File: config.mk
export PLATFORM = sky130hd
export DESIGN_NAME = crc_job_sequencer
export DESIGN_NICKNAME = d
export VERILOG_FILES = /design/src/rtl/crc_job_sequencer.sv
export SDC_FILE = /design/constraint.sdc
export NUM_CORES = 1
export LEC_CHECK = 0
export ABC_AREA = 1
export BUFFER_PORTS_ARGS = -buffer_cell sky130_fd_sc_hd__buf_2
export CAP_MARGIN = 30
export CORE_MARGIN = 1.5
export CORE_UTILIZATION = 52
export CTS_CLUSTER_DIAMETER = 60
export DETAILED_ROUTE_END_ITERATION = 6
export MAX_ROUTING_LAYER = met4
export PLACE_DENSITY = 0.9
export SLEW_MARGIN = 20
export SYNTH_ARGS = -nofsm -noshare
export SYNTH_HDL_FRONTEND = slang
export SYNTH_SLANG_ARGS = --single-unit
File: constraint.sdc
create_clock -name clk -period 2.3 [get_ports clk]
set_clock_uncertainty 0.15 [all_clocks]
set_input_delay 0.46 -clock clk [delete_from_list [all_inputs] [get_ports clk]]
set_output_delay 0.46 -clock clk [all_outputs]
set_load 0.05 [all_outputs]
File: src/rtl/crc_job_sequencer.sv
// crc_job_sequencer: single-master job controller for the CRC peripheral.
// Accepts one job at a time, programs CTRL/GPOLY/DATA, streams the job's
// data words into DATA, reads the checksum back and returns it on a
// valid/ready result handshake.
`timescale 1ns/1ps
module crc_job_sequencer #(
  parameter logic [31:0] BASE_ADDR = 32'h4003_2000,
  parameter int          LEN_W     = 16
) (
  input  logic             clk,
  input  logic             rst,
  input  logic             job_valid,
  output logic             job_ready,
  input  logic [31:0]      job_seed,
  input  logic [31:0]      job_poly,
  input  logic [5:0]       job_cfg,
  input  logic [LEN_W-1:0] job_len,
  input  logic             in_valid,
  output logic             in_ready,
  input  logic [31:0]      in_data,
  output logic             res_valid,
  input  logic             res_ready,
  output logic [31:0]      res_data,
  output logic             busy,
  output logic [31:0]      crc_addr,
  output logic [31:0]      crc_data_wr,
  output logic             crc_rw,
  output logic             crc_sel,
  input  logic [31:0]      crc_data_rd
);

  localparam logic [31:0] ADDR_DATA  = BASE_ADDR + 32'h0000_0000;
  localparam logic [31:0] ADDR_GPOLY = BASE_ADDR + 32'h0000_0004;
  localparam logic [31:0] ADDR_CTRL  = BASE_ADDR + 32'h0000_0008;

  typedef enum logic [3:0] {
    S_IDLE     = 4'd0,
    S_CFG_SEED = 4'd1,
    S_POLY     = 4'd2,
    S_SEED     = 4'd3,
    S_CFG_RUN  = 4'd4,
    S_DATA     = 4'd5,
    S_RD       = 4'd6,
    S_RCAP     = 4'd7,
    S_RESP     = 4'd8
  } state_t;

  // CTRL layout: {tot, totr, 0, fxor, was, tcrc, 24'b0}; cfg = {tot, totr, fxor, tcrc}
  function automatic logic [31:0] ctrl_word(input logic [5:0] cfg, input logic was);
    return {cfg[5:4], cfg[3:2], 1'b0, cfg[1], was, cfg[0], 24'h00_0000};
  endfunction

  state_t           state_r, state_s;
  logic [31:0]      seed_r, poly_r, res_data_r;
  logic [5:0]       cfg_r;
  logic [LEN_W-1:0] cnt_r;
  logic             sel_s, rw_s;
  logic [31:0]      addr_s, wdata_s;
  logic             accept_s, word_s;

  assign accept_s = (state_r == S_IDLE) && job_valid;
  assign word_s   = (state_r == S_DATA) && in_valid;

  // Next-state logic and combinational decode of the peripheral bus access
  always_comb begin
    state_s = state_r;
    sel_s   = 1'b0;
    rw_s    = 1'b0;
    addr_s  = 32'h0000_0000;
    wdata_s = 32'h0000_0000;
    case (state_r)
      S_IDLE: begin
        if (job_valid) begin
          state_s = S_CFG_SEED;
        end else begin
          state_s = S_IDLE;
        end
      end
      S_CFG_SEED: begin
        sel_s   = 1'b1;
        rw_s    = 1'b1;
        addr_s  = ADDR_CTRL;
        wdata_s = ctrl_word(cfg_r, 1'b1);
        state_s = S_POLY;
      end
      S_POLY: begin
        sel_s   = 1'b1;
        rw_s    = 1'b1;
        addr_s  = ADDR_GPOLY;
        wdata_s = poly_r;
        state_s = S_SEED;
      end
      S_SEED: begin
        sel_s   = 1'b1;
        rw_s    = 1'b1;
        addr_s  = ADDR_DATA;
        wdata_s = seed_r;
        state_s = S_CFG_RUN;
      end
      S_CFG_RUN: begin
        sel_s   = 1'b1;
        rw_s    = 1'b1;
        addr_s  = ADDR_CTRL;
        wdata_s = ctrl_word(cfg_r, 1'b0);
        if (cnt_r != {LEN_W{1'b0}}) begin
          state_s = S_DATA;
        end else begin
          state_s = S_RD;
        end
      end
      S_DATA: begin
        if (in_valid) begin
          sel_s   = 1'b1;
          rw_s    = 1'b1;
          addr_s  = ADDR_DATA;
          wdata_s = in_data;
          // last counted word: read back on the very next cycle
          if (cnt_r == LEN_W'(1)) begin
            state_s = S_RD;
          end else begin
            state_s = S_DATA;
          end
        end else begin
          state_s = S_DATA;
        end
      end
      S_RD: begin
        sel_s   = 1'b1;
        rw_s    = 1'b0;
        addr_s  = ADDR_DATA;
        state_s = S_RCAP;
      end
      S_RCAP: begin
        state_s = S_RESP;
      end
      S_RESP: begin
        if (res_ready) begin
          state_s = S_IDLE;
        end else begin
          state_s = S_RESP;
        end
      end
      default: begin
        state_s = S_IDLE;
      end
    endcase
  end

  // State register
  always_ff @(posedge clk or negedge rst) begin
    if (!rst) begin
      state_r <= S_IDLE;
    end else begin
      state_r <= state_s;
    end
  end

  // Job field latches, loaded on acceptance
  always_ff @(posedge clk or negedge rst) begin
    if (!rst) begin
      seed_r <= 32'h0000_0000;
      poly_r <= 32'h0000_0000;
      cfg_r  <= 6'h00;
    end else if (accept_s) begin
      seed_r <= job_seed;
      poly_r <= job_poly;
      cfg_r  <= job_cfg;
    end
  end

  // Remaining-word counter: load on accept, decrement on each consumed word
  always_ff @(posedge clk or negedge rst) begin
    if (!rst) begin
      cnt_r <= {LEN_W{1'b0}};
    end else if (accept_s) begin
      cnt_r <= job_len;
    end else if (word_s) begin
      cnt_r <= cnt_r - LEN_W'(1);
    end
  end

  // Result capture: read data arrives the cycle after the read strobe
  always_ff @(posedge clk or negedge rst) begin
    if (!rst) begin
      res_data_r <= 32'h0000_0000;
    end else if (state_r == S_RCAP) begin
      res_data_r <= crc_data_rd;
    end
  end

  assign job_ready   = (state_r == S_IDLE);
  assign busy        = (state_r != S_IDLE);
  assign in_ready    = (state_r == S_DATA);
  assign res_valid   = (state_r == S_RESP);
  assign res_data    = res_data_r;
  assign crc_sel     = sel_s;
  assign crc_rw      = rw_s;
  assign crc_addr    = addr_s;
  assign crc_data_wr = wdata_s;

endmodule

### Word-level counts from Yosys, hierarchy flattened

Index checks and enable logic that the tools add are counted.

| operators by class | value |
|---|---|
| eq/ne operators | 9 |
| $add $sub $neg | 1 |
| muxes and demuxes | 15 |
| reductions and logical operators | 10 |

Operator list:

| kind | count |
|---|---|
| case mux 32 bit (5 select lines) | 1 |
| case mux 31 bit (4 select lines) | 1 |
| case mux 4 bit (9 select lines) | 1 |
| two-way mux 16 bit | 2 |
| two-way mux 32 bit | 1 |
| two-way mux 31 bit | 1 |
| == test 16 x 1 -> 1 bit (second input constant) | 1 |
| == test 4 x 3 -> 1 bit (second input constant) | 4 |
| nonzero test 16 bit | 1 |
| subtractor 16 x 1 -> 16 bit (second input constant) | 1 |
| == test 4 x 2 -> 1 bit (second input constant) | 2 |
| two-way mux 4 bit | 2 |
| OR reduction 5 bit | 1 |
| == test 4 x 1 -> 1 bit (second input constant) | 1 |
| == test 4 bit (second input constant) | 1 |
| zero test 4 bit | 1 |
| two-way mux 2 bit | 2 |
| case mux 1 bit (2 select lines) | 2 |
| nonzero test 4 bit | 1 |
| OR reduction 2 bit | 2 |
| OR reduction 4 bit | 1 |
| logical AND 1 bit | 2 |
| two-way mux 1 bit | 2 |
| nonzero test 2 bit | 1 |

| storage, ports and cells | value |
|---|---|
| logic and storage cells | 41 |
| register bits after elaboration | 122 |

### Depth between registers and ports, before layout

Gate-level depths: netlist of run 1.

| logic depth | value |
|---|---|
| depth in word-level cells | 4 |
| mapped depth | 9 |

### Least setup slack after synthesis of run 1

Ideal clock, no wire load.

| timing | value |
|---|---|
| kind | register -> output |
| start | register state_r[0] |
| end | output port crc_data_wr[24] |
| path slack | -0.362 ns |
| path buffers | 0 |
| required time | 1.690 ns |
| cell stages (with the launch flop) | 6 |
| data arrival time | 2.052 ns |
| path through | dfrtp_1 > nor2_1 > inv_1 > o21ai_1 > nand2_1 > nand4_1 |

| on the way | value |
|---|---|
| longest elaborated chain between the ends | 2 |
| elaborated cells on any way between the ends | 6 |
| classes of those cells | eq/ne: 5; mux: 1 |

Ends and longest elaborated chain:

| what | RTL line | text |
|---|---|---|
| start, declared | 53 | `state_t state_r, state_s;` |
| start signal, assigned | 154 | `state_r <= state_s;` |
| == test 4 x 3 -> 1 bit (tied with other cells) | 71 | `case (state_r)` |
| case mux 32 bit (5 select lines) * | 71 |  |
| end, declared | 26 | `output logic [31:0] crc_data_wr,` |

Every way passes the cells marked *; elsewhere a longest branch is shown, timed or not.

### Final worst setup path of run 1

| timing | value |
|---|---|
| start | register state_r[2] |
| end | output port crc_data_wr[31] |

Same word-level chain as after synthesis.

==> results.sh, run 1 <==
export IMPL_outcome="complete, but fails checks"
export IMPL_failing_checks="DRC, setup timing"
export IMPL_synth_edf_count=0
export IMPL_port_buffers=230
export IMPL_data_arrival_at_the_endpoint_of_the_critical_path_ps=1980
export IMPL_layout_cell_area_non_filler_um2=8940
export IMPL_post_route_drc_count=11
export IMPL_via_count=6389
export IMPL_drt_vias_per_instance=5.41
export IMPL_worstHoldPathType="in2reg"
export IMPL_synthesis_area_per_instance_um2=7.96
export IMPL_maximum_capacitance_violations=0
export IMPL_finalSetupViolations=39
export IMPL_dr_pass1_iters=7
export IMPL_layout_drive_gt1_share_pct=38.7
export IMPL_fraction_of_the_yosys_area_taken_by_sequential_cells_pct=49.3
export IMPL_floorplan_rows=39
export IMPL_worst_r2r_path_depth=7
export IMPL_worstSkewPairLatency_ps=420
export IMPL_worst_ep_required_time_ps=1690
export IMPL_vdd_ir_drop_max_uv=1310
export IMPL_starting_density_of_the_core_pct=53.7
export IMPL_rrSetupSlack_ps=180
export IMPL_number_of_warnings_printed_during_yosys_synthesis=0
export IMPL_numClockSinks=122
export IMPL_holdWs_ps=88.1
export IMPL_synth_compound_area_share_pct=1.70
export IMPL_crit_type="reg2out"
export IMPL_p_leak_nw=4.95
export IMPL_utilization_pct=77.6
export IMPL_pin_count=257
export IMPL_die_y_um=112
export IMPL_die_area_um2=12600
export IMPL_finalCritPeriodShare_pct=113
export IMPL_die_w_um=112
export IMPL_synth_distinct_cells=28
export IMPL_antenna_left=0
export IMPL_critical_path_sink_type="output pin"
export IMPL_grt_pass1_wl_um=28100
export IMPL_grt_overflow_total=0
export IMPL_post_route_wl_um=20500
export IMPL_synth_simple_gate_area_share_pct=32.3
export IMPL_async_reset_ff_share_pct=100
export IMPL_design_core_area_um2=11500
export IMPL_maxSlewViolCount=0
export IMPL_postSynth_topFlopCell="sky130_fd_sc_hd__dfrtp_1"
export IMPL_first_iter_violations=605
export IMPL_clock_path_buffers=2
export IMPL_final_period_minus_worst_setup_slack_ps=2590
export IMPL_cts_root_buf="sky130_fd_sc_hd__clkbuf_16"
export IMPL_num_nets_final=1183
export IMPL_synthTopCellsByArea="sky130_fd_sc_hd__dfrtp_1 (49%), sky130_fd_sc_hd__nand2_1 (23%), sky130_fd_sc_hd__mux2_2 (5.6%), sky130_fd_sc_hd__nand3_1 (5.1%), sky130_fd_sc_hd__buf_4 (4.0%)"
export IMPL_synth_top_cell_area_share_pct=49.3
export IMPL_antenna_found_initial=2
export IMPL_hpwl_um=12100
export IMPL_grt_start_max_net_pins=117
export IMPL_flow_area_growth_from_synthesis_pct=44.5
export IMPL_cp_start_kind="flop"
export IMPL_tritoncts="yes"
export IMPL_power_density_cell_area_nw_per_um2=1660
export IMPL_place_detailed_instances=1129
export IMPL_synth_top_family_by_area="simple AND/OR/NAND/NOR gates"
export IMPL_cts_inserted_buffers=17
export IMPL_hold_path_depth=3
export IMPL_synth_cell_area_um2=6190
export IMPL_synth_largest_area_cell="sky130_fd_sc_hd__dfrtp_1"
export IMPL_wl_per_cell_um=17.4
export IMPL_dpl_instance_area_um2=7390
export IMPL_final_hold_viol_count=0
export IMPL_grt_setup_unrepaired="yes"
export IMPL_worst_slew_pin_slew_ps=742
export IMPL_global_route_usage_total_pct=29.8
export IMPL_post_synth_fa_ha_maj_area_fraction_pct=0.607
export IMPL_ys_seq_elements=122
export IMPL_post_synth_inst_count=777
export IMPL_setup_slack_ps=-294
export IMPL_slew_limit_headroom_pct=50.5
export IMPL_first_global_vias=5872
export IMPL_synth_mux_area_fraction_pct=5.88
export IMPL_timing_fmax_ghz=0.385
export IMPL_filler_free_cell_count_of_the_finished_design=1181
export IMPL_critPathMaxFanout=6
export IMPL_post_synth_xor_area_fraction_pct=0.142
export IMPL_gp_congestion=0.949
export IMPL_h_tree_depth=4
export IMPL_path_clk_slew_ps=50
==> cells in the final DEF, fill, tap and decap left out, drive strengths merged, types with 3 or more instances in the layout <==
cell | synthesis | final
inv | 42 | 42
o211ai | 3 | 3
clkinv | 0 | 4
nand4 | 8 | 8
buf | 62 | 260
dfrtp | 122 | 122
ha | 3 | 3
clkbuf | 0 | 27
nand3 | 64 | 64
nand2 | 384 | 384
o21ai | 6 | 6
mux2 | 32 | 32
a21oi | 6 | 6
nor2 | 35 | 35
conb | 1 | 26
==> critical path, cell delays in order (launching register included) <==
cell	delay, ps
sky130_fd_sc_hd__dfrtp_1	430
sky130_fd_sc_hd__inv_2	80
sky130_fd_sc_hd__nor2_4	110
sky130_fd_sc_hd__nand2_2	110
sky130_fd_sc_hd__nor2_4	160
sky130_fd_sc_hd__buf_12	140
sky130_fd_sc_hd__buf_12	140
sky130_fd_sc_hd__nand2_2	50
sky130_fd_sc_hd__nand4_1	150
sky130_fd_sc_hd__buf_6	190
==> flip-flops by register name, indices dropped and copies added, names as in the netlist <==
signal,flops
cfg_r,6
cnt_r,16
poly_r,32
res_data,32
seed_r,32
state_r,4
==> what timing repair did <==
item                                    4_1_cts  5_1_grt
hold endpoints to repair                      6        0
endpoints found under the setup margin       40       42
setup buffers                                 2       12
pin swaps                                     0        7
gates resized for setup                      67      132
hold buffers                                  1        0
gates cloned                                  0        5
==> cells in the mapped netlist, types with 5 or more instances <==
cell and count:
sky130_fd_sc_hd__a21oi_1 6, sky130_fd_sc_hd__nand2_1 383, sky130_fd_sc_hd__buf_6 11, sky130_fd_sc_hd__nor2_1 31, sky130_fd_sc_hd__buf_4 33, sky130_fd_sc_hd__nand3_1 63, sky130_fd_sc_hd__buf_2 18, sky130_fd_sc_hd__inv_1 42
sky130_fd_sc_hd__mux2_2 31, sky130_fd_sc_hd__dfrtp_1 122, sky130_fd_sc_hd__nand4_1 8, sky130_fd_sc_hd__o21ai_0 5
==> worst paths after layout <==
check | from | to
setup reg to reg | state_r[2] | poly_r[13]
max in group asynchronous | rst | seed_r[0]
hold reg to reg | poly_r[1] | poly_r[1]
setup / recovery | state_r[2] | crc_data_wr[31]
min in group asynchronous | rst | res_data[10]
hold / removal | job_seed[26] | seed_r[26]
==> area by class of cell <==
type                    count  area [µm²]
inverters                  42         160
fillers                   752        2570
flip-flops and latches    122        3060
well taps                 143         179
clock buffers              22         474
diodes                      2        5.00
multi-input cells         576        2990
clock inverters             8        95.1
repair buffers            266        1980
==> report_power, final <==
group / switching [mW] / leakage, nW / internal, mW
sequential: 0.715 / 1.49 / 3.20
clock: 0.918 / 0.278 / 1.66
combinational: 5.53 / 3.18 / 2.83
total: 7.16 / 4.95 / 7.68
==> logic make-up after synthesis <==
logic type / count (synthesis)
and+or+nand+nor: 496
DFF: 122
buffers and inverters: 104
muxes: 32
AOI/OAI and AO/OA: 18
adders and majority gates: 3
other: 1
xor gates and xnor gates: 1
==> per-stage QoR <==
step	setup WS, ps	power, mW	TNS (ps)
after floorplan	-17.8	8.97	-154
after global placement	135	10.4	0
after detailed placement	71.1	10.6	0
after CTS	-172	13.7	-5170
after global routing	-331	15.5	-9630
final	-294	14.8	-7170
==> metal layers <==
layer | vias up | global-route usage (%) | part of all wire (%)
met2 | 426 | 49.4 | 50
li1 | 2873 | - | -
met5 | - | - | 0
met3 | 113 | 8.53 | 8.7
met4 | 0 | 14.2 | 5.4
met1 | 2977 | 33.4 | 36
(Power assumes the default switching activity.)
==> inputs of run 2 (changes only) <==
--- a/config.mk
+++ b/config.mk
@@ -9,11 +9,11 @@
 export BUFFER_PORTS_ARGS = -buffer_cell sky130_fd_sc_hd__buf_2
 export CAP_MARGIN = 30
 export CORE_MARGIN = 1.5
-export CORE_UTILIZATION = 52
+export CORE_UTILIZATION = 49
 export CTS_CLUSTER_DIAMETER = 60
 export DETAILED_ROUTE_END_ITERATION = 6
 export MAX_ROUTING_LAYER = met4
-export PLACE_DENSITY = 0.9
+export PLACE_DENSITY = 0.85
 export SLEW_MARGIN = 20
 export SYNTH_ARGS = -nofsm -noshare
 export SYNTH_HDL_FRONTEND = slang
==> constraint.sdc (replaced) <==
create_clock -name clk -period 2.75 [get_ports clk]
set_clock_uncertainty 0.15 [all_clocks]
set_input_delay 0.55 -clock clk [delete_from_list [all_inputs] [get_ports clk]]
set_output_delay 0.55 -clock clk [all_outputs]
set_load 0.05 [all_outputs]
==> run 2 against run 1 <==
  * The run now ends clean
  * Routed wire length fell by 16%
  * Via count fell by 8.9%
  * Sequential power fell by 18%
  * Sequential share of layout area rose by 3.4 points
  * Combinational power fell by 31%
  * First-iteration DRC count fell by 20%
  * Sequential cell count did not move
  * Final area fell by 9.1%
  * Global-route usage fell by 2.4 points
  * Critical endpoint is now crc_data_wr[13]
  * Largest power group unchanged
==> results.sh, run 2 (synthesis gave the netlist of run 1 again) <==
export IMPL_final_cell_mix="sky130_fd_sc_hd__nand2_1 (383), sky130_fd_sc_hd__buf_2 (203), sky130_fd_sc_hd__dfrtp_1 (120)"
export IMPL_crit_type="reg2out"
export IMPL_numClockSinks=122
export IMPL_floorplan_rows=40
export IMPL_dpl_instance_area_um2=7370
export IMPL_wl_per_cell_um=14.5
export IMPL_final_hold_viol_count=0
export IMPL_cts_inserted_buffers=17
export IMPL_hpwl_um=12300
export IMPL_finalCritPeriodShare_pct=98.2
export IMPL_die_y_um=115
export IMPL_power_density_cell_area_nw_per_um2=1390
export IMPL_layout_cell_area_non_filler_um2=8120
export IMPL_critPathMaxFanout=33
export IMPL_dpl_worst_slack_ps=304
export IMPL_pin_count=257
export IMPL_die_area_um2=13300
export IMPL_gp_congestion=0.916
export IMPL_slew_limit_headroom_pct=44.2
export IMPL_h_tree_depth=4
export IMPL_starting_density_of_the_core_pct=50.9
export IMPL_cp_start_kind="flop"
export IMPL_grt_overflow_total=0
export IMPL_grt_pass1_wl_um=27100
export IMPL_finalSetupViolations=0
export IMPL_antenna_left=0
export IMPL_post_route_wl_um=17200
export IMPL_global_route_usage_total_pct=27.4
export IMPL_first_global_vias=5846
export IMPL_worst_slew_pin_slew_ps=836
export IMPL_layout_drive_gt1_share_pct=32.0
export IMPL_p_leak_nw=4.50
export IMPL_vdd_ir_drop_max_uv=1110
export IMPL_maxSlewViolCount=0
export IMPL_worstSkewPairLatency_ps=420
export IMPL_num_nets_final=1166
export IMPL_place_detailed_instances=1152
export IMPL_r2r_start="state_r[3]"
export IMPL_via_count=5822
export IMPL_critical_path_sink_type="output pin"
export IMPL_holdWs_ps=170
export IMPL_timing_hold_worst_start="res_ready"
export IMPL_data_arrival_at_the_endpoint_of_the_critical_path_ps=2000
export IMPL_first_iter_violations=487
export IMPL_setup_slack_ps=50.6
export IMPL_port_buffers=230
export IMPL_drt_vias_per_instance=4.89
export IMPL_tritoncts="yes"
export IMPL_filler_free_cell_count_of_the_finished_design=1191
export IMPL_outcome="completed"
export IMPL_worst_ep_required_time_ps=2050
export IMPL_grt_start_max_net_pins=57
export IMPL_cts_root_buf="sky130_fd_sc_hd__clkbuf_16"
export IMPL_flow_area_growth_from_synthesis_pct=31.3
export IMPL_worstHoldPathType="in2reg"
export IMPL_post_route_drc_count=0
export IMPL_maximum_capacitance_violations=0
export IMPL_dr_pass1_iters=5
export IMPL_path_clk_slew_ps=60
export IMPL_design_core_area_um2=12200
export IMPL_antenna_found_initial=2
export IMPL_critical_path_startpoint="state_r[3]"
export IMPL_die_w_um=115
export IMPL_layout_cells_most_common="sky130_fd_sc_hd__nand2_1"
export IMPL_tns_ps=0
export IMPL_final_period_minus_worst_setup_slack_ps=2700
export IMPL_clock_path_buffers=2
export IMPL_timing_fmax_ghz=0.370
==> run 2: power breakdown <==
group | internal [mW] | switching (mW)
Combinational | 1.64 | 4.17
Sequential | 2.67 | 0.527
Clock | 1.53 | 0.801
==> run 2: worst paths after layout <==
| path | end | slack, ps | depth (start not counted) |
|---|---|---|---|
| max reg2reg | seed_r[28] | 640 | 7 |
| min | state_r[3] | 170 | 2 |
| min reg2reg | poly_r[28] | 330 | 2 |
| max | crc_data_wr[13] | 50 | 8 |
| max in group asynchronous | res_data[15] | 1270 | 3 |
| min in group asynchronous | res_data[14] | 520 | 2 |
==> run 2: area by class of cell <==
class	count	area, µm²
multi-input combinational	576	2650
clock buffer	19	443
clock inverter	13	175
sequential	122	3060
tap	168	210
fill	1037	4040
inverter	42	158
antenna	2	5.00
timing repair buffer	249	1430
==> run 2: critical path, cell delays in order (launching register included) <==
cell and delay [ps]:
sky130_fd_sc_hd__dfrtp_1 410, sky130_fd_sc_hd__nor2_1 160, sky130_fd_sc_hd__buf_4 160, sky130_fd_sc_hd__nand2_1 70
sky130_fd_sc_hd__inv_1 100, sky130_fd_sc_hd__buf_12 200, sky130_fd_sc_hd__nand2_1 110, sky130_fd_sc_hd__nand3_1 120
sky130_fd_sc_hd__clkbuf_4 250
==> run 2: stage by stage <==
step	power (mW)	util, %
after floorplan	7.50	-
after global placement	8.63	60.6
after detailed placement	8.78	60.6
after CTS	11.2	66.0
after global routing	12.0	66.8
final	11.3	66.8
==> run 2: routing by layer <==
metal,track usage (%),part of all wire (%),up-vias
met1,31.1,39,2674
met2,45.9,51,265
met4,13.3,3.1,0
met5,-,0,-
met3,6.27,6.6,44
li1,-,-,2839
==> run 2: repair_timing <==
item	4_1_cts	5_1_grt
hold buffers	1	0
pin swaps	1	1
setup endpoints to repair	33	39
setup buffers	2	2
hold endpoints to repair	39	0
resized for setup	5	33
==> inputs of run 3 (changes only) <==
--- a/config.mk
+++ b/config.mk
@@ -13,7 +13,7 @@
 export CTS_CLUSTER_DIAMETER = 60
 export DETAILED_ROUTE_END_ITERATION = 6
 export MAX_ROUTING_LAYER = met4
-export PLACE_DENSITY = 0.85
+export PLACE_DENSITY = 0.81
 export SLEW_MARGIN = 20
 export SYNTH_ARGS = -nofsm -noshare
 export SYNTH_HDL_FRONTEND = slang
==> run 3 against run 2 <==
  * Routed wire length grew 4.0%
  * Core utilization up 1.5 points
  * Sequential cell count is the same
  * Critical path depth grew 1
  * Combinational power is 3.4% higher
==> results.sh, run 3 (synthesis gave the netlist of run 1 again) <==
export IMPL_outcome="completed"
export IMPL_numClockSinks=122
export IMPL_starting_density_of_the_core_pct=50.9
export IMPL_final_period_minus_worst_setup_slack_ps=2700
export IMPL_maximum_capacitance_violations=0
export IMPL_die_y_um=115
export IMPL_gp_congestion=0.886
export IMPL_wl_per_cell_um=15.0
export IMPL_r2r_start="state_r[2]"
export IMPL_critical_path_startpoint="state_r[0]"
export IMPL_antenna_left=0
export IMPL_first_global_vias=5477
export IMPL_clock_path_buffers=2
export IMPL_global_route_usage_total_pct=26.7
export IMPL_power_report_internal_total_mw=5.96
export IMPL_share_seq_of_total_power_pct=27.8
export IMPL_finalCritPeriodShare_pct=98.4
export IMPL_final_hold_viol_count=0
export IMPL_worst_slew_pin_slew_ps=803
export IMPL_share_clk_of_total_power_pct=20.3
export IMPL_dr_pass1_iters=5
export IMPL_via_count=5909
export IMPL_design_core_area_um2=12200
export IMPL_holdWs_ps=65.2
export IMPL_path_clk_slew_ps=60
export IMPL_vdd_ir_drop_max_uv=1170
export IMPL_power_density_cell_area_nw_per_um2=1390
export IMPL_layout_drive_gt1_share_pct=32.8
export IMPL_critical_path_sink_type="output pin"
export IMPL_data_arrival_at_the_endpoint_of_the_critical_path_ps=2000
export IMPL_critPathMaxFanout=11
export IMPL_crit_type="reg2out"
export IMPL_hpwl_um=11600
export IMPL_tritoncts="yes"
export IMPL_layout_cells_most_common="sky130_fd_sc_hd__nand2_1"
export IMPL_p_leak_nw=4.56
export IMPL_port_buffers=230
export IMPL_post_route_wl_um=17900
export IMPL_grt_pass1_wl_um=26400
export IMPL_cts_root_buf="sky130_fd_sc_hd__clkbuf_16"
export IMPL_die_area_um2=13300
export IMPL_combinational_group_share_of_total_power_pct=51.9
export IMPL_flow_area_growth_from_synthesis_pct=34.2
export IMPL_antenna_found_initial=2
export IMPL_timing_fmax_ghz=0.370
export IMPL_die_w_um=115
export IMPL_cts_inserted_buffers=17
export IMPL_pin_count=257
export IMPL_worst_ep_required_time_ps=2050
export IMPL_net_switching_power_mw=5.61
export IMPL_cp_start_kind="flop"
export IMPL_post_route_drc_count=0
export IMPL_slew_limit_headroom_pct=46.4
export IMPL_cts_hold_repair_buffers=0
export IMPL_floorplan_rows=40
export IMPL_first_iter_violations=416
export IMPL_grt_overflow_total=0
export IMPL_final_cell_mix="sky130_fd_sc_hd__nand2_1 (382), sky130_fd_sc_hd__buf_2 (193), sky130_fd_sc_hd__dfrtp_1 (119)"
export IMPL_worst_r2r_path_depth=5
export IMPL_maxSlewViolCount=0
export IMPL_finalSetupViolations=0
export IMPL_worstSkewPairLatency_ps=410
export IMPL_grt_start_max_net_pins=123
export IMPL_worstHoldPathType="in2async"
export IMPL_p_sw_share_pct=48.5
export IMPL_drt_vias_per_instance=4.96
export IMPL_num_nets_final=1167
export IMPL_utilization_pct=68.3
export IMPL_h_tree_depth=4
-- run 3: what timing repair did --
| action | CTS | global route |
|---|---|---|
| setup buffers | 0 | 8 |
| gates cloned | 0 | 3 |
| pin swaps | 0 | 4 |
| endpoints found under the setup margin | 32 | 38 |
| resized for setup | 6 | 85 |
-- run 3: cell type report --
class	count	area [µm²]
flip-flops and latches	122	3060
diodes	2	5.00
multi-input cells	576	2680
clock inverters	14	195
inverters	42	158
repair buffers	250	1570
well taps	168	210
clock buffers	18	429
fillers	987	3860
-- run 3: power by group through the flow --
stage               Combinational (mW)  Clock (mW)  Sequential [mW]
finish                            6.00        2.35             3.22
detailed placement                5.59           0             3.18
global route                      6.42        2.47             3.32
floorplan                         3.56           0             3.93
CTS                               5.64        2.38             3.19
global placement                  5.49           0             3.17
-- run 3: worst paths after layout --
check                      slack [ps]              end
setup reg to reg                  560     res_data[13]
min in group clk                  180       seed_r[12]
setup / recovery                   50  crc_data_wr[27]
max in group asynchronous        1880        cnt_r[13]
hold / removal                     70     res_data[28]
hold reg to reg                   330        poly_r[0]
-- run 3: worst max-delay path, cell delays in order (launching register included) --
cell and delay, ps:
sky130_fd_sc_hd__dfrtp_2 430, sky130_fd_sc_hd__inv_2 60, sky130_fd_sc_hd__nor2_4 150, sky130_fd_sc_hd__nand2_4 80, sky130_fd_sc_hd__nor2_4 220, sky130_fd_sc_hd__buf_6 140
sky130_fd_sc_hd__clkbuf_16 160, sky130_fd_sc_hd__nand2_1 70, sky130_fd_sc_hd__nand3_1 70, sky130_fd_sc_hd__buf_4 200
-- run 3: per-stage QoR --
| step | TNS (ps) | instances | instance area [µm²] | power, mW | setup slack (ps) |
|---|---|---|---|---|---|
| finish | 0 | 1192 | 8300 | 11.6 | 45.1 |
| global route | -269 | 1192 | 8300 | 12.2 | -23.3 |
| CTS | 0 | 1179 | 7990 | 11.2 | 0.0719 |
| detailed placement | 0 | 1147 | 7340 | 8.77 | 339 |
| global placement | 0 | 1147 | 7340 | 8.66 | 400 |
| floorplan | 0 | 802 | 6280 | 7.50 | 252 |
-- run 3: layer usage --
metal	vias to the layer above	routed length (µm)	track usage [%]
met4	0	441	9.96
met1	2749	7160	32.7
li1	2838	-	-
met2	290	8750	42.4
met3	32	1550	7.33
met5	-	0	-
